### src/rtl/edge_delay_counter.sv
`default_nettype none
// ============================================================================
// Module   : edge_delay_counter
// Purpose  : Measures the delay, in clock cycles, between a rising edge on a
//            reference signal (from_in) and a later rising edge on a response
//            signal (to_in). Both inputs are asynchronous and pass through
//            identical synchronizer + edge-detect paths, so the measured delay
//            is not biased by the input latency. Each arm yields exactly one
//            result (delay or timeout), presented on a valid/ready port.
// Revision : 1.0 - initial release
//
// Ports:
//   clk          in   1        block clock
//   rst_n        in   1        asynchronous reset, active-low
//   arm          in   1        request one measurement (IDLE / HOLD handshake)
//   from_in      in   1        async reference; rising edge starts counting
//   to_in        in   1        async response; rising edge stops counting
//   busy         out  1        registered, high whenever state != IDLE
//   res_valid    out  1        result available
//   res_ready    in   1        consumer accepts the result
//   res_delay    out  CNT_W    measured delay in cycles (TIMEOUT on timeout)
//   res_timeout  out  1        result is a timeout
//   acc_clr      in   1        (DELAY_ACCUM_EN) synchronous accumulator clear
//   acc_sum      out  CNT_W+8  (DELAY_ACCUM_EN) sum of accepted delays
//   acc_n        out  8        (DELAY_ACCUM_EN) number of accepted delays
//
// Optional feature macro: DELAY_ACCUM_EN
//   When defined, non-timeout results accepted by the consumer are summed
//   into acc_sum and counted in acc_n. acc_n saturates at 255, after which
//   both registers freeze until acc_clr or reset.
// ============================================================================
module edge_delay_counter #(
  parameter int CNT_W        = 16,
  parameter int TIMEOUT      = 1000,
  parameter int SYNC_STAGES  = 2,
  parameter int STRICT_ORDER = 1
) (
  input  logic             clk,
  input  logic             rst_n,
  input  logic             arm,
  input  logic             from_in,
  input  logic             to_in,
  output logic             busy,
  output logic             res_valid,
  input  logic             res_ready,
  output logic [CNT_W-1:0] res_delay,
  output logic             res_timeout
`ifdef DELAY_ACCUM_EN
  ,
  input  logic             acc_clr,
  output logic [CNT_W+7:0] acc_sum,
  output logic [7:0]       acc_n
`endif
);

  localparam logic [CNT_W-1:0] TIMEOUT_C = CNT_W'(TIMEOUT);
  localparam logic [CNT_W-1:0] ONE_C     = CNT_W'(1);

  typedef enum logic [1:0] {
    IDLE      = 2'd0,
    WAIT_FROM = 2'd1,
    COUNT     = 2'd2,
    HOLD      = 2'd3
  } state_t;

  state_t state;

  // --------------------------------------------------------------------------
  // Synchronizers and rising-edge detection. Both paths have the same depth,
  // so a fixed input-to-detect latency cancels out of the measured delay.
  // --------------------------------------------------------------------------
  logic [SYNC_STAGES-1:0] from_sync;
  logic [SYNC_STAGES-1:0] to_sync;
  logic                   from_prev;
  logic                   to_prev;
  logic                   from_edge;
  logic                   to_edge;

  always_ff @(posedge clk or negedge rst_n) begin
    if (!rst_n) begin
      from_sync <= '0;
      to_sync   <= '0;
      from_prev <= 1'b0;
      to_prev   <= 1'b0;
    end else begin
      from_sync <= {from_sync[SYNC_STAGES-2:0], from_in};
      to_sync   <= {to_sync[SYNC_STAGES-2:0], to_in};
      from_prev <= from_sync[SYNC_STAGES-1];
      to_prev   <= to_sync[SYNC_STAGES-1];
    end
  end

  assign from_edge = from_sync[SYNC_STAGES-1] & ~from_prev;
  assign to_edge   = to_sync[SYNC_STAGES-1] & ~to_prev;

  // --------------------------------------------------------------------------
  // Measurement FSM. cnt holds (cycles since from-edge detect) - 1, so the
  // result on a to-edge is cnt+1. TIMEOUT fits in CNT_W bits, so cnt+1 never
  // wraps before the timeout compare fires.
  // --------------------------------------------------------------------------
  logic [CNT_W-1:0] cnt;
  logic [CNT_W-1:0] cnt_inc;
  logic             handshake;

  assign cnt_inc   = cnt + ONE_C;
  assign handshake = (state == HOLD) & res_valid & res_ready;

  always_ff @(posedge clk or negedge rst_n) begin
    if (!rst_n) begin
      state       <= IDLE;
      cnt         <= '0;
      busy        <= 1'b0;
      res_valid   <= 1'b0;
      res_delay   <= '0;
      res_timeout <= 1'b0;
    end else begin
      case (state)
        IDLE: begin
          if (arm) begin
            state <= WAIT_FROM;
            busy  <= 1'b1;
          end
        end

        WAIT_FROM: begin
          if (from_edge) begin
            cnt <= '0;
            // A coincident to-edge either completes at zero delay or is
            // dropped, depending on whether strict ordering is required.
            if ((STRICT_ORDER == 0) && to_edge) begin
              state       <= HOLD;
              res_valid   <= 1'b1;
              res_delay   <= '0;
              res_timeout <= 1'b0;
            end else begin
              state <= COUNT;
            end
          end
        end

        COUNT: begin
          if (to_edge) begin
            state       <= HOLD;
            res_valid   <= 1'b1;
            res_delay   <= cnt_inc;
            res_timeout <= 1'b0;
          end else if (cnt_inc == TIMEOUT_C) begin
            state       <= HOLD;
            res_valid   <= 1'b1;
            res_delay   <= TIMEOUT_C;
            res_timeout <= 1'b1;
          end else begin
            cnt <= cnt_inc;
          end
        end

        HOLD: begin
          // Result registers stay untouched until the consumer takes them.
          if (handshake) begin
            res_valid <= 1'b0;
            if (arm) begin
              state <= WAIT_FROM;
            end else begin
              state <= IDLE;
              busy  <= 1'b0;
            end
          end
        end

        default: begin
          state     <= IDLE;
          busy      <= 1'b0;
          res_valid <= 1'b0;
        end
      endcase
    end
  end

`ifdef DELAY_ACCUM_EN
  // --------------------------------------------------------------------------
  // Accumulator of accepted, non-timeout delays. Freezes once acc_n reaches
  // 255 so the sum always corresponds to the reported count.
  // --------------------------------------------------------------------------
  always_ff @(posedge clk or negedge rst_n) begin
    if (!rst_n) begin
      acc_sum <= '0;
      acc_n   <= '0;
    end else if (acc_clr) begin
      acc_sum <= '0;
      acc_n   <= '0;
    end else if (handshake && !res_timeout && (acc_n != 8'hFF)) begin
      acc_sum <= acc_sum + {8'd0, res_delay};
      acc_n   <= acc_n + 8'd1;
    end
  end
`endif

endmodule
`default_nettype wire

### config.mk
export PLATFORM = sky130hd
export DESIGN_NAME = edge_delay_counter
export DESIGN_NICKNAME = d
export VERILOG_FILES = /design/src/rtl/edge_delay_counter.sv
export SDC_FILE = /design/constraint.sdc
export NUM_CORES = 1
export LEC_CHECK = 0
export CORE_MARGIN = 8
export CORE_UTILIZATION = 35
export DETAILED_ROUTE_END_ITERATION = 8
export PLACE_DENSITY_LB_ADDON = 0.1
export SETUP_SLACK_MARGIN = 0.05
export SYNTH_ARGS = -nofsm -noshare
export SYNTH_HDL_FRONTEND = slang
export SYNTH_SLANG_ARGS = --single-unit
### constraint.sdc
create_clock -name clk -period 2.7 [get_ports clk]
set_input_delay 0.675 -clock clk [delete_from_list [all_inputs] [get_ports clk]]
set_output_delay 0.675 -clock clk [all_outputs]
set_load 0.1 [all_outputs]
==> results.ini <==
[run_status]
outcome=finished, final reports clean

[drt]
antenna_left=0
wl_per_cell_microns=17.5
drc=0
first_iter_violations=141
totalWireLength_microns=6190
vias=1921
viasPerCell=5.43
firstDrtPassIters=4

[global_routing]
grt_antenna_before_repair=0
grt_start_max_net_pins=44
grt_pass1_wl_microns=10100
grt_overflow_total=0
grt_util_all_layers_pct=14.3
grt_pass1_vias=1938

[clock_network]
cts.sinks=43
cts_root_buffer=clkbuf_8
cts_buffers=5
cts_setup_buffers=0
clk_latency_ns=0.30
clk_path_buf_depth=2
cts.htree.levels=2
cts_tree=yes
cts.clk_slew.worst_paths_ns=0.09

[sta]
fmax_ghz=0.398
setup_tns_ns=0
period_share_pct=93.0
final-hold-violation-count=0
drv_slew=0
slew_headroom_pct=62.4
skew_ns=0.00382
worstMarginPinSlew_ns=0.564
period_needed_ns=2.51
setup_viol=0
rsz0062_at_grt=true
hold_slack_ns=0.353

[worst_hold_path]
hp-class=flop to flop

[floorplan]
die_h_microns=96.1
fp.dieW_microns=96.1
num_rows=29
coreArea_sq_um=6280
ioPinCount=25
initial_utilization_pct=35.7
die_area_sq_um=9230

[synthesis]
syn_inst=223
synth_cell_types=46
ys_async_sr_fraction_pct=100
synth_area_sq_um=2240
syn_avg_cell_area_sq_um=10.1
yosys_warnings=0
synth_ff_type=dfrtp_1
ys_seq_area_share_pct=48.0
ys_ff_latch=43
syn-num-nets=235
synth_edf_count=0

[power]
leakagePower_uw=0.00127
irDropWorstVdd_uv=651
power.density_nw_per_um2=968
power.total_uw=2780

[setup_path]
reg2reg_depth=8
cp.arrival_ns=2.71
r2r-start=cnt[7]
r2r_end=cnt[6]
required_ns=2.89
endpoint=cnt[6]
end_kind=flop
crit_type=flop to flop
crit_start=cnt[7]
critical_path.max_fanout=6
rrSetupSlack_ns=0.19
start_kind=flop

[placement]
portBuffers=24
dp.cells=346
dp_hpwl_microns=4510
place_congestion=0.869
dpl-instance-area_sq_um=2730

[layout]
final_area_sq_um=2870
antennaDiodeCount=0
nets=288
drive_gt1_share_pct=26.0
area_growth_pct=28.0
layoutNonFillerInstCount=354

[flow_run]
maxCapViolCount=0

-- worst max-delay path, cell delays in order, from the launching register on --
cell and delay (ns):
dfrtp_1 0.48, nand4_4 0.20, nor4_2 0.34, buf_4 0.17
or3_1 0.11, a2bb2oi_2 0.08, a21o_1 0.26, or4_1 0.48
a32o_1 0.28
-- registers in the layout, summed over array words and instances (netlist names), 2 cells and up --
| signal | flops |
|---|---|
| to_sync | 2 |
| res_delay | 16 |
| from_sync | 2 |
| cnt | 16 |
| state | 2 |
-- where the power goes --
part	internal, uW	leakage, uW	switching [uW]
sequential	757	0.000560	77.8
combinational	377	0.000647	1030
clock	300	0.0000612	234
total	1430	0.00127	1350
-- metal layers --
metal  vias to the layer above  GRT usage, %  share of wire, %
met4                         0          6.15               2.0
met2                        42          21.7                44
li1                        933             -                 -
met5                         -             0                 0
met1                       937          19.2                49
met3                         9          3.20               5.0
-- final cells by class --
type / count / area, sq um
fillers: 609 / 3410
multi-input cells: 160 / 1110
flip-flops and latches: 43 / 1080
repair buffers: 57 / 435
well taps: 77 / 96.3
clock buffers: 6 / 82.6
clock inverters: 2 / 35.0
inverters: 9 / 33.8
-- per-stage QoR --
step / worst slack [ns] / util [%]
6_report: 0.188 / 45.7
5_1_grt: 0.0493 / 45.7
4_1_cts: 0.0921 / 45.4
3_5_place_dp: 0.0588 / 43.4
3_3_place_gp: 0.127 / 43.4
2_1_floorplan: 0.194 / -
-- timing repair --
| item | 4_1_cts | 5_1_grt |
|---|---|---|
| pin swaps | 0 | 3 |
| resized for setup | 1 | 5 |
| endpoints found under the setup margin | 1 | 27 |
| hold buffers | 0 | 0 |
-- synth_stat cells (all sizes together), types with 2 or more instances --
master	number	share of area (%)
o211ai	5	1.7
clkbuf	5	0.84
a2bb2oi	4	1.8
xor2	6	2.3
a21oi	7	1.6
nand2b	5	1.4
ha	6	3.3
nor4	3	0.84
o21a	2	0.67
xnor2	8	3.1
inv	8	1.3
a22oi	2	0.67
dfrtp	43	48
buf	6	1.3
nand3	14	3.1
o31ai	4	1.3
and3	3	0.84
o21ai	6	1.3
nand2	27	4.6
or4	2	0.67
o311ai	6	2.3
o2bb2ai	6	2.3
mux2	2	1.0
a22o	5	2.0
nand4	4	1.8
nor2	10	1.7
a32o	2	0.89
nor3	7	1.6
-- cell usage in the layout, fill, tap and decap left out, drive strengths merged, types with 2 or more instances in the layout --
cell,Yosys,routed
clkinv,1,2
a22oi,2,2
ha,6,6
or4,2,2
mux2,2,2
o21ai,6,6
a21oi,7,7
xnor2,8,8
o2bb2ai,6,6
o21a,2,2
nor3,7,7
buf,6,53
dfrtp,43,43
xor2,6,6
a32o,2,2
nor2,10,10
nand2b,5,5
a2bb2oi,4,4
inv,8,8
nand4,4,4
clkbuf,5,6
clkdlybuf4s50,0,4
o211ai,5,5
o311ai,6,6
nor4,3,3
nand3,14,14
a22o,5,5
nand2,27,27
o31ai,4,4
and3,3,3
-- worst min path at each step --
| stage | slack [ns] | depth (start not counted) | from | end |
|---|---|---|---|---|
| after detailed placement | 0.34 | 0 | to_sync[0] | to_sync[1] |
| after CTS | 0.36 | 0 | from_sync[0] | from_sync[1] |
| after global placement | 0.33 | 0 | from_sync[0] | from_sync[1] |
| final | 0.35 | 0 | from_sync[0] | from_sync[1] |
| after global routing | 0.37 | 0 | to_sync[0] | to_sync[1] |
| after floorplan | 0.33 | 0 | from_sync[0] | from_sync[1] |
-- cell families (layout without fill, tap and decap cells) --
group / Yosys count / in the layout / synth area share (%)
DFF: 43 / 43 / 48.0
adders and majority gates: 6 / 6 / 3.35
xor gates and xnor gates: 14 / 14 / 5.47
and+or+nand+nor: 79 / 79 / 18.2
muxes: 3 / 3 / 1.45
AOI/OAI and AO/OA: 58 / 58 / 19.9
buffers and inverters: 20 / 74 / 3.68
Power figures use the tool's default switching activity.
